`src/rtl/com_rx.sv`:
```
// com_rx: receive-side packet decoder for the com link.
// Finds SYNC0/SYNC1, parses the type/length header, writes the payload into the
// packet RAM, checks an 8-bit additive checksum and reports to the controller.
// Ports:
//   clk, rst           clock, asynchronous active-high reset
//   rx_data, rx_valid  incoming byte stream (one-cycle strobe per byte)
//   rx_ram_init        payload base address, sampled on SYNC0 in IDLE
//   fs_rx / fd_rx      packet-ready level / controller-taken level
//   rx_btype, rx_dlen  decoded type (4'hF on any failure) and payload length
//   ram_wen/waddr/wdata payload write port
//   rx_drop            pulse for a byte discarded in DONE/DACK
module com_rx #(
  parameter logic [7:0]  TIMEOUT = 8'h80,
  parameter logic [11:0] MAXLEN  = 12'h800,
  parameter logic [7:0]  SYNC0   = 8'hEB,
  parameter logic [7:0]  SYNC1   = 8'h90
) (
  input  logic        clk,
  input  logic        rst,
  input  logic [7:0]  rx_data,
  input  logic        rx_valid,
  input  logic [11:0] rx_ram_init,
  output logic        fs_rx,
  input  logic        fd_rx,
  output logic [3:0]  rx_btype,
  output logic [11:0] rx_dlen,
  output logic        ram_wen,
  output logic [11:0] ram_waddr,
  output logic [7:0]  ram_wdata,
  output logic        rx_drop
);

  localparam logic [3:0] BAG_INIT  = 4'b0000;
  localparam logic [3:0] BAG_ERROR = 4'b1111;

  typedef enum logic [2:0] {IDLE, SYNC, HEAD0, HEAD1, DATA, CHK, DONE, DACK} state_t;

  state_t      state, state_d;
  logic [11:0] base, base_d;
  logic [11:0] cnt, cnt_d;
  logic [11:0] dlen, dlen_d;
  logic [3:0]  btype, btype_d;
  logic [7:0]  sum, sum_d;
  logic [7:0]  tcnt, tcnt_d;
  logic        fs_d, wen_d, drop_d;
  logic [3:0]  rx_btype_d;
  logic [11:0] rx_dlen_d, waddr_d;
  logic [7:0]  wdata_d;
  logic        in_frame, tmo;
  logic [11:0] len_full;

  // State and datapath registers
  always_ff @(posedge clk or posedge rst) begin
    if (rst) begin
      state     <= IDLE;
      base      <= '0;
      cnt       <= '0;
      dlen      <= '0;
      btype     <= '0;
      sum       <= '0;
      tcnt      <= '0;
      fs_rx     <= 1'b0;
      rx_btype  <= BAG_INIT;
      rx_dlen   <= '0;
      ram_wen   <= 1'b0;
      ram_waddr <= '0;
      ram_wdata <= '0;
      rx_drop   <= 1'b0;
    end else begin
      state     <= state_d;
      base      <= base_d;
      cnt       <= cnt_d;
      dlen      <= dlen_d;
      btype     <= btype_d;
      sum       <= sum_d;
      tcnt      <= tcnt_d;
      fs_rx     <= fs_d;
      rx_btype  <= rx_btype_d;
      rx_dlen   <= rx_dlen_d;
      ram_wen   <= wen_d;
      ram_waddr <= waddr_d;
      ram_wdata <= wdata_d;
      rx_drop   <= drop_d;
    end
  end

  // Next-state and next-output logic
  always_comb begin
    state_d    = state;
    base_d     = base;
    cnt_d      = cnt;
    dlen_d     = dlen;
    btype_d    = btype;
    sum_d      = sum;
    tcnt_d     = tcnt;
    rx_btype_d = rx_btype;
    rx_dlen_d  = rx_dlen;
    wen_d      = 1'b0;
    waddr_d    = ram_waddr;
    wdata_d    = ram_wdata;
    drop_d     = 1'b0;
    len_full   = {dlen[11:8], rx_data};

    // Idle-gap counter: a byte always clears it, even on the limit cycle
    in_frame = (state == SYNC) || (state == HEAD0) || (state == HEAD1) ||
               (state == DATA) || (state == CHK);
    tmo      = in_frame && !rx_valid && (tcnt == 8'(TIMEOUT - 8'd1));
    if (in_frame) begin
      if (rx_valid)  tcnt_d = '0;
      else if (!tmo) tcnt_d = 8'(tcnt + 8'd1);
    end

    case (state)
      IDLE: begin
        if (rx_valid && rx_data == SYNC0) begin
          state_d    = SYNC;
          base_d     = rx_ram_init;
          sum_d      = '0;
          cnt_d      = '0;
          tcnt_d     = '0;
          rx_btype_d = BAG_INIT;
          rx_dlen_d  = '0;
        end
      end
      SYNC: begin
        if (rx_valid) begin
          if (rx_data == SYNC1)      state_d = HEAD0;
          else if (rx_data != SYNC0) state_d = IDLE;
        end
      end
      HEAD0: begin
        if (rx_valid) begin
          btype_d = rx_data[7:4];
          dlen_d  = {rx_data[3:0], 8'h00};
          sum_d   = 8'(sum + rx_data);
          state_d = HEAD1;
        end
      end
      HEAD1: begin
        if (rx_valid) begin
          dlen_d    = len_full;
          rx_dlen_d = len_full;
          sum_d     = 8'(sum + rx_data);
          if (len_full > MAXLEN) begin
            rx_btype_d = BAG_ERROR;
            state_d    = DONE;
          end else if (len_full == 12'd0) begin
            state_d = CHK;
          end else begin
            state_d = DATA;
          end
        end
      end
      DATA: begin
        if (rx_valid) begin
          wen_d   = 1'b1;
          waddr_d = 12'(base + cnt);
          wdata_d = rx_data;
          sum_d   = 8'(sum + rx_data);
          cnt_d   = 12'(cnt + 12'd1);
          if (cnt == 12'(dlen - 12'd1)) state_d = CHK;
        end
      end
      CHK: begin
        if (rx_valid) begin
          rx_btype_d = (rx_data == sum) ? btype : BAG_ERROR;
          state_d    = DONE;
        end
      end
      DONE: begin
        drop_d = rx_valid;
        if (fd_rx) state_d = DACK;
      end
      DACK: begin
        drop_d = rx_valid;
        if (!fd_rx) state_d = IDLE;
      end
      default: state_d = IDLE;
    endcase

    // Gap expiry: silent in SYNC, reported as an error once the header started
    if (tmo) begin
      if (state == SYNC) begin
        state_d = IDLE;
      end else begin
        state_d    = DONE;
        rx_btype_d = BAG_ERROR;
      end
    end

    fs_d = (state_d == DONE);
  end

endmodule
```
`config.mk`:
```
export PLATFORM = sky130hd
export DESIGN_NAME = com_rx
export DESIGN_NICKNAME = d
export VERILOG_FILES = /design/src/rtl/com_rx.sv
export SDC_FILE = /design/constraint.sdc
export NUM_CORES = 1
export LEC_CHECK = 0
export CAP_MARGIN = 20
export CORE_ASPECT_RATIO = 0.75
export CORE_MARGIN = 4
export CORE_UTILIZATION = 47
export DETAILED_ROUTE_END_ITERATION = 7
export GPL_ROUTABILITY_DRIVEN = 0
export PLACE_DENSITY_LB_ADDON = 0.05
export SETUP_SLACK_MARGIN = 0.1
export SLEW_MARGIN = 15
export SYNTH_ARGS = -nofsm -noshare
export SYNTH_HDL_FRONTEND = slang
export SYNTH_SLANG_ARGS = --single-unit
```
`constraint.sdc`:
```
create_clock -name clk -period 3 [get_ports clk]
set_input_delay 0.45 -clock clk [delete_from_list [all_inputs] [get_ports clk]]
set_output_delay 0.45 -clock clk [all_outputs]
set_load 0.005 [all_outputs]
```
==> flow_metrics.tcl <==
set metrics [dict create \
    postCtsSetupBuffers 0 \
    worstSetupEndpoint "ram_waddr[10]" \
    yosys-top-cells-area "dfrtp_1, nand2_1, ha_1" \
    final_cell_mix "dfrtp_1, nand2_1, clkdlybuf4s50_1" \
    dieArea_mm2 0.0137 \
    tightest_slew_ns 0.626 \
    p_int_mw 2.19 \
    r2r_slack_ns 0.49 \
    combPwrFrac_pct 10.2 \
    met1_usage_pct 30.6 \
    cts_buffers 9 \
    synth_seq_cells 98 \
    finalWirelength_mm 13.4 \
    met3_usage_pct 4.82 \
    grt_pass1_wl_mm 23.0 \
    worstPathRequired_ns 3.25 \
    period_share_pct 83.6 \
    dp.cells 802 \
    syn_area_per_cell_um2 9.47 \
    cts_sinks 98 \
    crit_arrival_ns 2.76 \
    grt_max_degree 99 \
    drive_gt1_share_pct 10.1 \
    grt_usage_pct 20.9 \
    rsz0062_at_grt "false" \
    vdd_ir_drop_max_uv 268 \
    portBuffers 62 \
    yosysWarnings 0 \
    met2_usage_pct 31.7 \
    setup-violations-final 0 \
    drv_slew 0 \
    std_cell_rows 34 \
    synthFlopType "dfrtp_1" \
    busiest_layer "met2" \
    synth_edf_count 0 \
    hp-class "reg2reg" \
    dp_hpwl_mm 9.44 \
    die_x_um 134 \
    num_io_pins 63 \
    firstDrtPassIters 5 \
    synth.distinct_cells 67 \
    area_growth_pct 21.0 \
    power.leakage_nw 3.01 \
    overflow 0 \
    clk_path_buf_depth 2 \
    nets 698 \
    hold_buffers 0 \
    clk_pin_slew_ns 0.07 \
    yosysSeqAreaShare_pct 44.1 \
    seq_power_share_pct 48.7 \
    fin_util_pct 58.2 \
    max_cap_violations 0 \
    tritoncts "built" \
    stdcell_area_mm2 0.00674 \
    period_minus_slack_ns 2.51 \
    vias_per_cell 5.60 \
    cp-start-kind "register" \
    drc 0 \
    coreArea_mm2 0.0116 \
    syn-cell-area_mm2 0.00557 \
    vias 4579 \
    critical_path_class "reg2reg" \
    status "complete, no violations" \
    setup_tns_ns 0 \
    r2r_end "ram_waddr[10]" \
    post_cts_resized 0 \
    switching_power_mw 0.741 \
    ant_nets 0 \
    synth_cells 588 \
    clock_skew_ns 0.00762 \
    hold_viol 0 \
    power-per-cell-area_mw_per_mm2 435 \
    stdcell_count 818 \
    diodes 0 \
    root_buffer "clkbuf_16" \
    grt_pass1_vias 4524 \
    cp-end-kind "register" \
    critPathLaunch "cnt[0]" \
    start_util_pct 48.1 \
    wl_per_cell_um 16.3 \
    crit_path_max_fanout 7 \
    r2r_start "cnt[0]" \
    rr_worst_depth 9 \
    grt_antenna_before_repair 0 \
    synth_top_area_share_pct 44.1 \
    drt_iter0_drc 279 \
    die_h_um 102 \
    syn_nets 635 \
    synth-async-reset-ratio_pct 100 \
    final_common_cell "dfrtp_1" \
    p_sw_share_pct 25.3 \
    clock_latency_ns 0.35 \
    h-tree-depth 3 \
    clockPowerShare_pct 41.0 \
    yosysTopAreaCell "dfrtp_1" \
    hold_start "ram_waddr[10]" \
    relSlewSlack_pct 58.1 \
    max_freq_ghz 0.399 \
    placed_cell_area_mm2 0.00642 \
]
-- how the worst min path moves through the flow --
stage | depth (start not counted) | endpoint
6_report | 2 | ram_waddr[10]
3_5_place_dp | 2 | ram_wdata[4]
4_1_cts | 2 | ram_waddr[10]
2_1_floorplan | 2 | sum[2]
3_3_place_gp | 2 | ram_waddr[4]
5_1_grt | 2 | ram_waddr[11]
-- synth_stat cells, types with 4 or more instances --
| library cell | n |
|---|---|
| dfrtp_1 | 98 |
| nand2_1 | 75 |
| nor2_1 | 52 |
| o21ai_0 | 43 |
| a21oi_1 | 21 |
| ha_1 | 21 |
| clkbuf_1 | 20 |
| inv_1 | 20 |
| xor2_1 | 20 |
| mux2_2 | 18 |
| a22o_1 | 15 |
| nand3_1 | 13 |
| xnor2_1 | 13 |
| o31ai_1 | 11 |
| nor3_1 | 10 |
| and3_1 | 8 |
| buf_2 | 7 |
| nor2b_1 | 7 |
| nor4_1 | 7 |
| a21o_1 | 6 |
| nand4_1 | 6 |
| nand2b_1 | 5 |
| nor3b_1 | 5 |
| o31a_1 | 5 |
| or3_1 | 5 |
| nor4b_1 | 4 |
| o21a_1 | 4 |
| o22ai_1 | 4 |
| or2_2 | 4 |
-- logic make-up after synthesis --
kind of cell / count (synthesis) / share of synthesized area (%)
simple gates: 221 / 19.9
compound gates: 146 / 18.1
flops: 98 / 44.1
buf+inv: 47 / 3.33
xor+xnor: 33 / 5.19
fa+ha+maj: 23 / 5.44
mux: 20 / 4.00
-- through the flow --
stage                     setup WS, ns  power [mW]  hold WS [ns]
after floorplan                  0.862        1.62         0.447
after global placement           0.311        1.74         0.460
after detailed placement         0.219        1.75         0.465
after CTS                        0.494        2.98         0.482
after global routing             0.262        3.07         0.498
final                            0.491        2.93         0.478
-- flip-flops by register name, indices dropped and copies added, names as in the netlist, 4 cells and up --
register and count:
rx_btype 4, ram_waddr 12, rx_dlen 12, base 12
cnt 12, dlen 12, tcnt 8, btype 4
ram_wdata 8, sum 8
-- area by class of cell --
class                      instances  area [um^2]
timing repair buffer              79          761
tap                              162          203
multi-input combinational        443         2930
clock inverter                     6         72.6
inverter                          20         78.8
clock buffer                      10          239
sequential                        98         2450
fill                            1002         4840
-- critical path, stage by stage, from the launching register on --
cell	delay [ns]
dfrtp_1	0.46
ha_1	0.23
inv_1	0.07
fa_1	0.22
nor2b_1	0.06
o21ai_0	0.25
a21boi_0	0.24
o311a_1	0.38
o31a_1	0.29
o31ai_1	0.21
-- routing by layer --
metal  part of all wire [%]  vias to the layer above
met5                      0                        -
met4                    1.0                        0
met3                    4.3                       13
met2                     44                       99
met1                     51                     2215
li1                       -                     2252
-- power groups by stage --
stage               clock, mW  sequential, mW  combinational, mW
finish                   1.20            1.43              0.301
detailed placement          0            1.45              0.301
global route             1.30            1.44              0.339
CTS                      1.25            1.43              0.304
global placement            0            1.45              0.294
floorplan                   0            1.43              0.190
(Power assumes the default switching activity.)
